### src/rtl/iq_sigma_delta_dac.sv
// iq_sigma_delta_dac: dual-channel first-order sigma-delta DAC fed by an I/Q sample FIFO
// Ports: clk/reset (async, active-high); enable runs the modulator; rate_div sets the sample period minus 1;
// s_valid/s_ready/s_i/s_q push signed I/Q pairs; fifo_level is the occupancy; underrun is sticky, cleared by underrun_clr;
// cos_ds/cos_ds_n and sin_ds/sin_ds_n are the complementary pad bitstreams, all low while disabled.
// Optional: define DS_DITHER_EN to add LFSR carry-in dither to both accumulators.
module iq_sigma_delta_dac #(
  parameter int DATA_W     = 8,
  parameter int FIFO_DEPTH = 4,
  parameter int RATE_W     = 16
) (
  input  logic                          clk,
  input  logic                          reset,
  input  logic                          enable,
  input  logic [RATE_W-1:0]             rate_div,
  input  logic                          s_valid,
  output logic                          s_ready,
  input  logic [DATA_W-1:0]             s_i,
  input  logic [DATA_W-1:0]             s_q,
  output logic [$clog2(FIFO_DEPTH):0]   fifo_level,
  output logic                          underrun,
  input  logic                          underrun_clr,
  output logic                          cos_ds,
  output logic                          cos_ds_n,
  output logic                          sin_ds,
  output logic                          sin_ds_n
);
  localparam int AW = $clog2(FIFO_DEPTH);
  localparam int LW = AW + 1;
  localparam logic [DATA_W-1:0] MSB = {1'b1, {(DATA_W-1){1'b0}}};
  logic [DATA_W-1:0] mem_i [FIFO_DEPTH];
  logic [DATA_W-1:0] mem_q [FIFO_DEPTH];
  logic [AW-1:0]     wr_ptr, rd_ptr;
  logic [LW-1:0]     level;
  logic [RATE_W-1:0] cnt;
  logic [DATA_W-1:0] held_i, held_q, acc_i, acc_q;
  logic [DATA_W:0]   sum_i, sum_q;
  logic              strobe, empty, push, pop, cin_i, cin_q;
  assign fifo_level = level;
  assign empty      = level == '0;
  assign s_ready    = level != LW'(FIFO_DEPTH);
  assign strobe     = enable && cnt == '0;
  assign push       = s_valid && s_ready;
  assign pop        = strobe && !empty;
`ifdef DS_DITHER_EN
  logic [15:0] lfsr;
  // Fibonacci LFSR, taps 16,14,13,11, shifting right
  always_ff @(posedge clk or posedge reset)
    if (reset) lfsr <= 16'hACE1;
    else if (enable) lfsr <= {lfsr[0] ^ lfsr[2] ^ lfsr[3] ^ lfsr[5], lfsr[15:1]};
  assign cin_i = lfsr[0];
  assign cin_q = lfsr[1];
`else
  assign cin_i = 1'b0;
  assign cin_q = 1'b0;
`endif
  // Offset-binary conversion is just an MSB flip of the two's-complement sample
  assign sum_i = {1'b0, acc_i} + {1'b0, held_i ^ MSB} + {{DATA_W{1'b0}}, cin_i};
  assign sum_q = {1'b0, acc_q} + {1'b0, held_q ^ MSB} + {{DATA_W{1'b0}}, cin_q};
  always_ff @(posedge clk)
    if (push) begin
      mem_i[wr_ptr] <= s_i;
      mem_q[wr_ptr] <= s_q;
    end
  always_ff @(posedge clk or posedge reset)
    if (reset) begin
      wr_ptr   <= '0;
      rd_ptr   <= '0;
      level    <= '0;
      cnt      <= '0;
      held_i   <= '0;
      held_q   <= '0;
      acc_i    <= '0;
      acc_q    <= '0;
      underrun <= 1'b0;
      cos_ds   <= 1'b0;
      cos_ds_n <= 1'b0;
      sin_ds   <= 1'b0;
      sin_ds_n <= 1'b0;
    end else begin
      if (push) wr_ptr <= wr_ptr + AW'(1);
      if (pop) begin
        rd_ptr <= rd_ptr + AW'(1);
        held_i <= mem_i[rd_ptr];
        held_q <= mem_q[rd_ptr];
      end
      level    <= (push && !pop) ? level + LW'(1) : (pop && !push) ? level - LW'(1) : level;
      // Holding the reload value while disabled makes the first strobe land rate_div+1 cycles after enable
      cnt      <= (!enable || cnt == '0) ? rate_div : cnt - RATE_W'(1);
      underrun <= (strobe && empty) ? 1'b1 : underrun_clr ? 1'b0 : underrun;
      acc_i    <= enable ? sum_i[DATA_W-1:0] : '0;
      acc_q    <= enable ? sum_q[DATA_W-1:0] : '0;
      cos_ds   <= enable && sum_i[DATA_W];
      cos_ds_n <= enable && !sum_i[DATA_W];
      sin_ds   <= enable && sum_q[DATA_W];
      sin_ds_n <= enable && !sum_q[DATA_W];
    end
endmodule

### config.mk
export PLATFORM = sky130hd
export DESIGN_NAME = iq_sigma_delta_dac
export DESIGN_NICKNAME = d
export VERILOG_FILES = /design/src/rtl/iq_sigma_delta_dac.sv
export SDC_FILE = /design/constraint.sdc
export NUM_CORES = 1
export LEC_CHECK = 0
export ABC_AREA = 1
export CORE_MARGIN = 2
export CORE_UTILIZATION = 61
export CTS_CLUSTER_SIZE = 25
export DETAILED_ROUTE_END_ITERATION = 10
export PLACE_DENSITY_LB_ADDON = 0.12
export SLEW_MARGIN = 0
export SYNTH_ARGS = -nofsm -noshare
export SYNTH_HDL_FRONTEND = slang
export SYNTH_SLANG_ARGS = --single-unit
### constraint.sdc
create_clock -name clk -period 5.5 [get_ports clk]
set_input_delay 0.825 -clock clk [delete_from_list [all_inputs] [get_ports clk]]
set_output_delay 0.825 -clock clk [all_outputs]
set_load 0.01 [all_outputs]
# Yosys cells after proc, flatten, opt, wreduce, memory -nomap -nowiden
# Memories as Yosys holds them, arrays and structs flattened. A register that Yosys moved wholly into a read port is not among the register bits.
# Index checks and enable logic that the tools add are counted.
dict set report op_classes {
  n_addsub 7
  eq_ne 1
  muxes 9
  bitwise 2
  reduce_logical 21
}
# operator n
set op_table {}
lappend op_table {{adder 8 x 8 -> 9 bit} 2}
lappend op_table {{zero test 16 bit} 1}
lappend op_table {{2-to-1 mux 16 bit} 1}
lappend op_table {{2-to-1 mux 8 bit} 2}
lappend op_table {{subtractor 16 x 1 -> 16 bit, second input constant} 1}
lappend op_table {{logical AND 1 bit} 10}
lappend op_table {{zero test 1 bit} 6}
lappend op_table {{2-to-1 mux 3 bit} 2}
lappend op_table {{adder 2 x 1 -> 2 bit, second input constant} 2}
lappend op_table {{2-to-1 mux 1 bit} 4}
lappend op_table {{nonzero test 2 bit} 2}
lappend op_table {{adder 3 x 1 -> 3 bit, second input constant} 1}
lappend op_table {{zero test 3 bit} 1}
lappend op_table {{!= test 3 bit, second input constant} 1}
lappend op_table {{subtractor 3 x 1 -> 3 bit, second input constant} 1}
lappend op_table {{inverter 1 bit} 2}
lappend op_table {{logical OR 1 bit} 1}
dict set report word_totals {
  regBits 44
  ramBits 64
  input_bits 37
  out_inout_bits 9
  wordCells 53
  mem_count 2
}
# name depth word_bits rd rd_clocked_by_memory_dff wr line_no
set mem_list {}
lappend mem_list {mem_i 4 8 1 1 1 30} ;# logic [DATA_W-1:0] mem_i [FIFO_DEPTH];
lappend mem_list {mem_q 4 8 1 1 1 31} ;# logic [DATA_W-1:0] mem_q [FIFO_DEPTH];

# Longest topological paths before layout
dict set report depth {
  depth_word 6
  ltp_mapped 14
  ltp_nobuf 14
}

# Worst setup path before layout
# Ideal clock, no wire load.
dict set report synth_timing {
  path_type {in2reg}
  start {input port enable}
  end {register level[1] (netlist: fifo_level[1])}
  setup_time_ps 125
  t_arrival_ps 2182
  t_required_ps 5375
  setup_slack_ps 3193
  stages 8
  n_path_buf 2
  cell_sequence {clkbuf_1 > buf_2 > nand4_1 > ha_1 > inv_1 > fa_1 > nor2_1 > a21oi_1}
}
dict set report synth_between {
  elab_chain_len 5
  elab_cells_between_ends 7
  classes_between {mux: 1; reduce/logical: 6}
}
# item line_no
set synth_lines {}
lappend synth_lines {{start: declaration} 13} ;# input logic enable,
lappend synth_lines {{logical AND 1 bit (*)} 41} ;# assign strobe = enable && cnt == '0;
lappend synth_lines {{logical AND 1 bit (*)} 43} ;# assign pop = strobe && !empty;
lappend synth_lines {{zero test 1 bit} 86} ;# level <= (push && !pop) ? level + LW'(1) : (pop && !push) ? level - LW'(1) : level;
lappend synth_lines {{logical AND 1 bit} 86}
lappend synth_lines {{2-to-1 mux 3 bit or nonzero test 2 bit (tied branches)} -}
lappend synth_lines {{end signal: assignment} 86}
lappend synth_lines {{end: declaration} 33} ;# logic [LW-1:0] level;
# Every way passes the cells marked *; elsewhere a longest branch is shown, timed or not.
# A chain may end at the register's enable or synchronous reset.

# Final worst setup path
dict set report layout_timing {
  start {register level[0] (netlist: fifo_level[0])}
  end {register level[2] (netlist: fifo_level[2])}
}
dict set report layout_between {
  elab_chain_len 6
  elab_cells_between_ends 14
  classes_between {add/sub: 2; eq/ne: 1; mux: 2; reduce/logical: 9}
}
# item
set layout_lines {}
lappend layout_lines {{branches (longest 6 deep; another with subtractor 3 x 1 -> 3 bit)}}
# Several ways; the timed one is not identified. The select of a mux whose other input is x is not followed.

==> results.md <==
- Pre-antenna DRT Iters: 5
- Largest net degree at the start of global routing: 61
- Initial core utilization: 0.6321
- Core ar.: 9328 um^2
- CP startpoint kind: register
- First DRT Iteration DRCs: ~180
- Post-synth cell types: 30
- Area occupied by multi-input gates: about 2200 um^2
- TNS Setup: 0 ns
- Crit path kind: register to register
- Chip height: 102.3 um
- Pre-CTS WS: 2.683 ns
- Peak VDD IR: about 0.44 mV
- Lkg Pwr: 3.291 nW
- Top cell type's share of synthesized area: 0.3260
- R2r setup slk: 2.82 ns
- Status: finished, final reports clean
- Clock skew: roughly 0.011 ns
- DIE AREA: roughly 10,000 um^2
- # nets final: 741
- FF+latch count, synth: 124
- First-pass GRT wire length: 19,590 um
- Final setup fails: 0
- Detail Placement HPWL: approximately 7700 um
- Site Rows: 35
- Mapped cell area: about 5900 um^2
- Drt drc: 0
- Worst reg2reg startpoint: fifo_level[0]
- Largest cells by area after synthesis: edfxtp_1 33%, dfrtp_1 25%, nand2_1 11%
- Clock root buffer: clkbuf_8
- Crit. End Element: register
- Postcts setup bufs: 0
- Total placed instance area: around 6500 um^2
- Post-synthesis sequential area ratio: 0.5806
- Post-synth EDFFs: 64
- Vias in the first global route: ~4,200
- RSZ-0062 raised after global routing: false
- CP peak stage delay: 0.58 ns
- Grt ovf: 0
- Worst-margin pin slew: 1.114 ns
- Placer Congestion: 0.8760
- Synth Flop Type: edfxtp_1
- Worst R2R End: fifo_level[2]
- Max-slew violations: 0
- CTS tree: yes
- Hold-fix buffers, CTS: 0
- Final worst slack: 2.822 ns
- Yosys warnings: 0
- Slew HR: 0.2572
- Hold Path Stages: 2
- GRT Overall Usage: 0.2488
- Post-cts resize count: 0
- P&R area growth vs syn: 19.48%
- # fillers: 634
- Minimum clock period: 2.678 ns
- H-tree Lvls: 4
- Die Wd: just over 100 um
- Async SR Flop Fraction: 0.4839
- Worst-path cell chain: inv_1, nand3_1, nand4_1, ha_1, inv_1, fa_1, nor2_1, nor2_1, nand2_1, xor2_1
- Placed Cells: 789
- Vias: 4,234
- Clock latency on the worst-skew pair: 0.51 ns
- CTS clk-pin slew, worst paths: approximately 0.06 ns
- Crit-path slowest cell: nand3_1
- Post-DR wirelength/cell: 14.14 um
- Layout cells sized above 1: 0.07370
- Routed vias/inst: 5.157
- WP buf/inv: 2
- Fin area: 7044 um^2
- Clk sinks: 124
- Top delay family on crit path: simple AND/OR/NAND/NOR gates
- Fmax: 373.4 MHz
- Routed Antenna Nets: 0
- Antenna diodes: 0
- Pwr Density: 375.6 nW/um^2
- Initial antenna violation count: 0
- Max Cap Viol: 0
- CP required: 5.94 ns
- Dominant cell type by area after synthesis: edfxtp_1
- Final Cycle Share: 0.4870
- Syn_nets: 689
- Final Hold Fails: 0
- Hold Path Sink: held_q[7]
- CTS Buf Count: 17
- Hold Path Origin: held_q[7]
- Final wirelength: 11,610 um
- Crit-path max FO: 21
- Average cell area after synthesis: 9.403 um^2
- Reg area: 3423 um^2
- Clock tree buffer depth: 2
- Hold/Removal Path Class: register to register
- R2R cell count: 10
- Data arrival, critical path: 3.12 ns
- PortBufs: 45
- Ports: 46
- Cell count along the critical path: 10
- Final Non-Filler Cells: 821
- Synth Instances: 627
[registers in the layout, indices dropped and copies added (netlist names)]
name	count
acc_i	8
cos_ds	1
sin_ds_n	1
underrun	1
mem_i	32
fifo_level	3
acc_q	8
sin_ds	1
cos_ds_n	1
cnt	16
mem_q	32
held_q	8
held_i	8
wr_ptr	2
rd_ptr	2
[per-layer routing]
metal / up-vias / wire length [um] / global-route usage
met2: 90 / 5822 / 0.4038
met4: 0 / 72 / 0.08615
li1: 2149 / - / -
met1: 1991 / 5255 / 0.3272
met5: - / 0 / 0
met3: 4 / 463 / 0.06703
[cell usage in the layout, fill, tap and decap left out, drive strengths merged]
cell type      synthesis  routed
clkinvlp               0       3
nor3                   1       1
bufinv                 0       3
nand2                169     169
a21oi                 15      15
clkbuf                 7      19
clkdlybuf4s50          0      45
fa                     3       3
nand4                  4       4
or2                    2       2
o21ai                 59      59
clkinv                 0       4
nor2                 103     103
ha                    22      22
dfrtp                 60      60
edfxtp                64      64
buf                   11       6
xnor2                  3       3
o22ai                  1       1
inv                   53      56
o21a                   2       2
nand3                 37      37
nand3b                 3       3
xor2                   8       8
[kinds of logic (layout without fill, tap and decap cells)]
kind of cell,count (synthesis),after routing,share of synthesized area
compound gates,77,77,0.06643
fa+ha+maj,25,25,0.05688
xor+xnor,11,11,0.01634
buf+inv,71,136,0.05008
simple gates,319,319,0.2296
flops,124,124,0.5806
[stage by stage]
stage / hold slack, ns / power (W) / utilization
6_report: 0.4875 / 0.002646 / 0.7552
5_1_grt: 0.5177 / 0.002768 / 0.7552
4_1_cts: 0.4825 / 0.002663 / 0.7552
3_5_place_dp: 0.4667 / 0.001563 / 0.6922
3_3_place_gp: 0.4676 / 0.001536 / 0.6922
2_1_floorplan: 0.4491 / 0.001404 / -
[cell type report]
cell class              instances  share of cell area
inverters                      53             0.02824
clock buffers                  19             0.05986
clock inverters                13             0.02362
flip-flops and latches        124              0.4860
repair buffers                 51             0.07034
multi-input cells             432              0.3091
well taps                     129             0.02291
[worst reg2reg max path: stages (launching register included)]
cell and delay [ns]:
dfrtp_1 0.44, inv_1 0.11, nand3_1 0.58, nand4_1 0.39, ha_1 0.20, inv_1 0.08, fa_1 0.40, nor2_1 0.14
nor2_1 0.06, nand2_1 0.08, xor2_1 0.14
[Yosys cell counts (all sizes together) (4+ instances only)]
master and n:
a21oi 15, xor2 8, clkbuf 7, buf 11, inv 53, nand3 37, edfxtp 64, ha 22
o21ai 59, dfrtp 60, nor2 103, nand4 4, nand2 169
[how the worst max path moves through the flow]
| stage | endpoint | start |
|---|---|---|
| final | fifo_level[2] | fifo_level[0] |
| after detailed placement | fifo_level[1] | enable |
| after global routing | held_i[3] | rd_ptr[0] |
| after CTS | held_i[2] | rd_ptr[0] |
| after floorplan | acc_i[0] | reset |
| after global placement | fifo_level[1] | enable |
[power breakdown]
group / internal, W / switching (W) / total (W) / leakage [nW]
sequential: 0.00112 / 0.0000568 / 0.00118 / 1.38
clock: 0.000693 / 0.000406 / 0.00110 / 0.279
combinational: 0.000138 / 0.000232 / 0.000370 / 1.64
No activity file was read; power rests on OpenSTA's default activity.
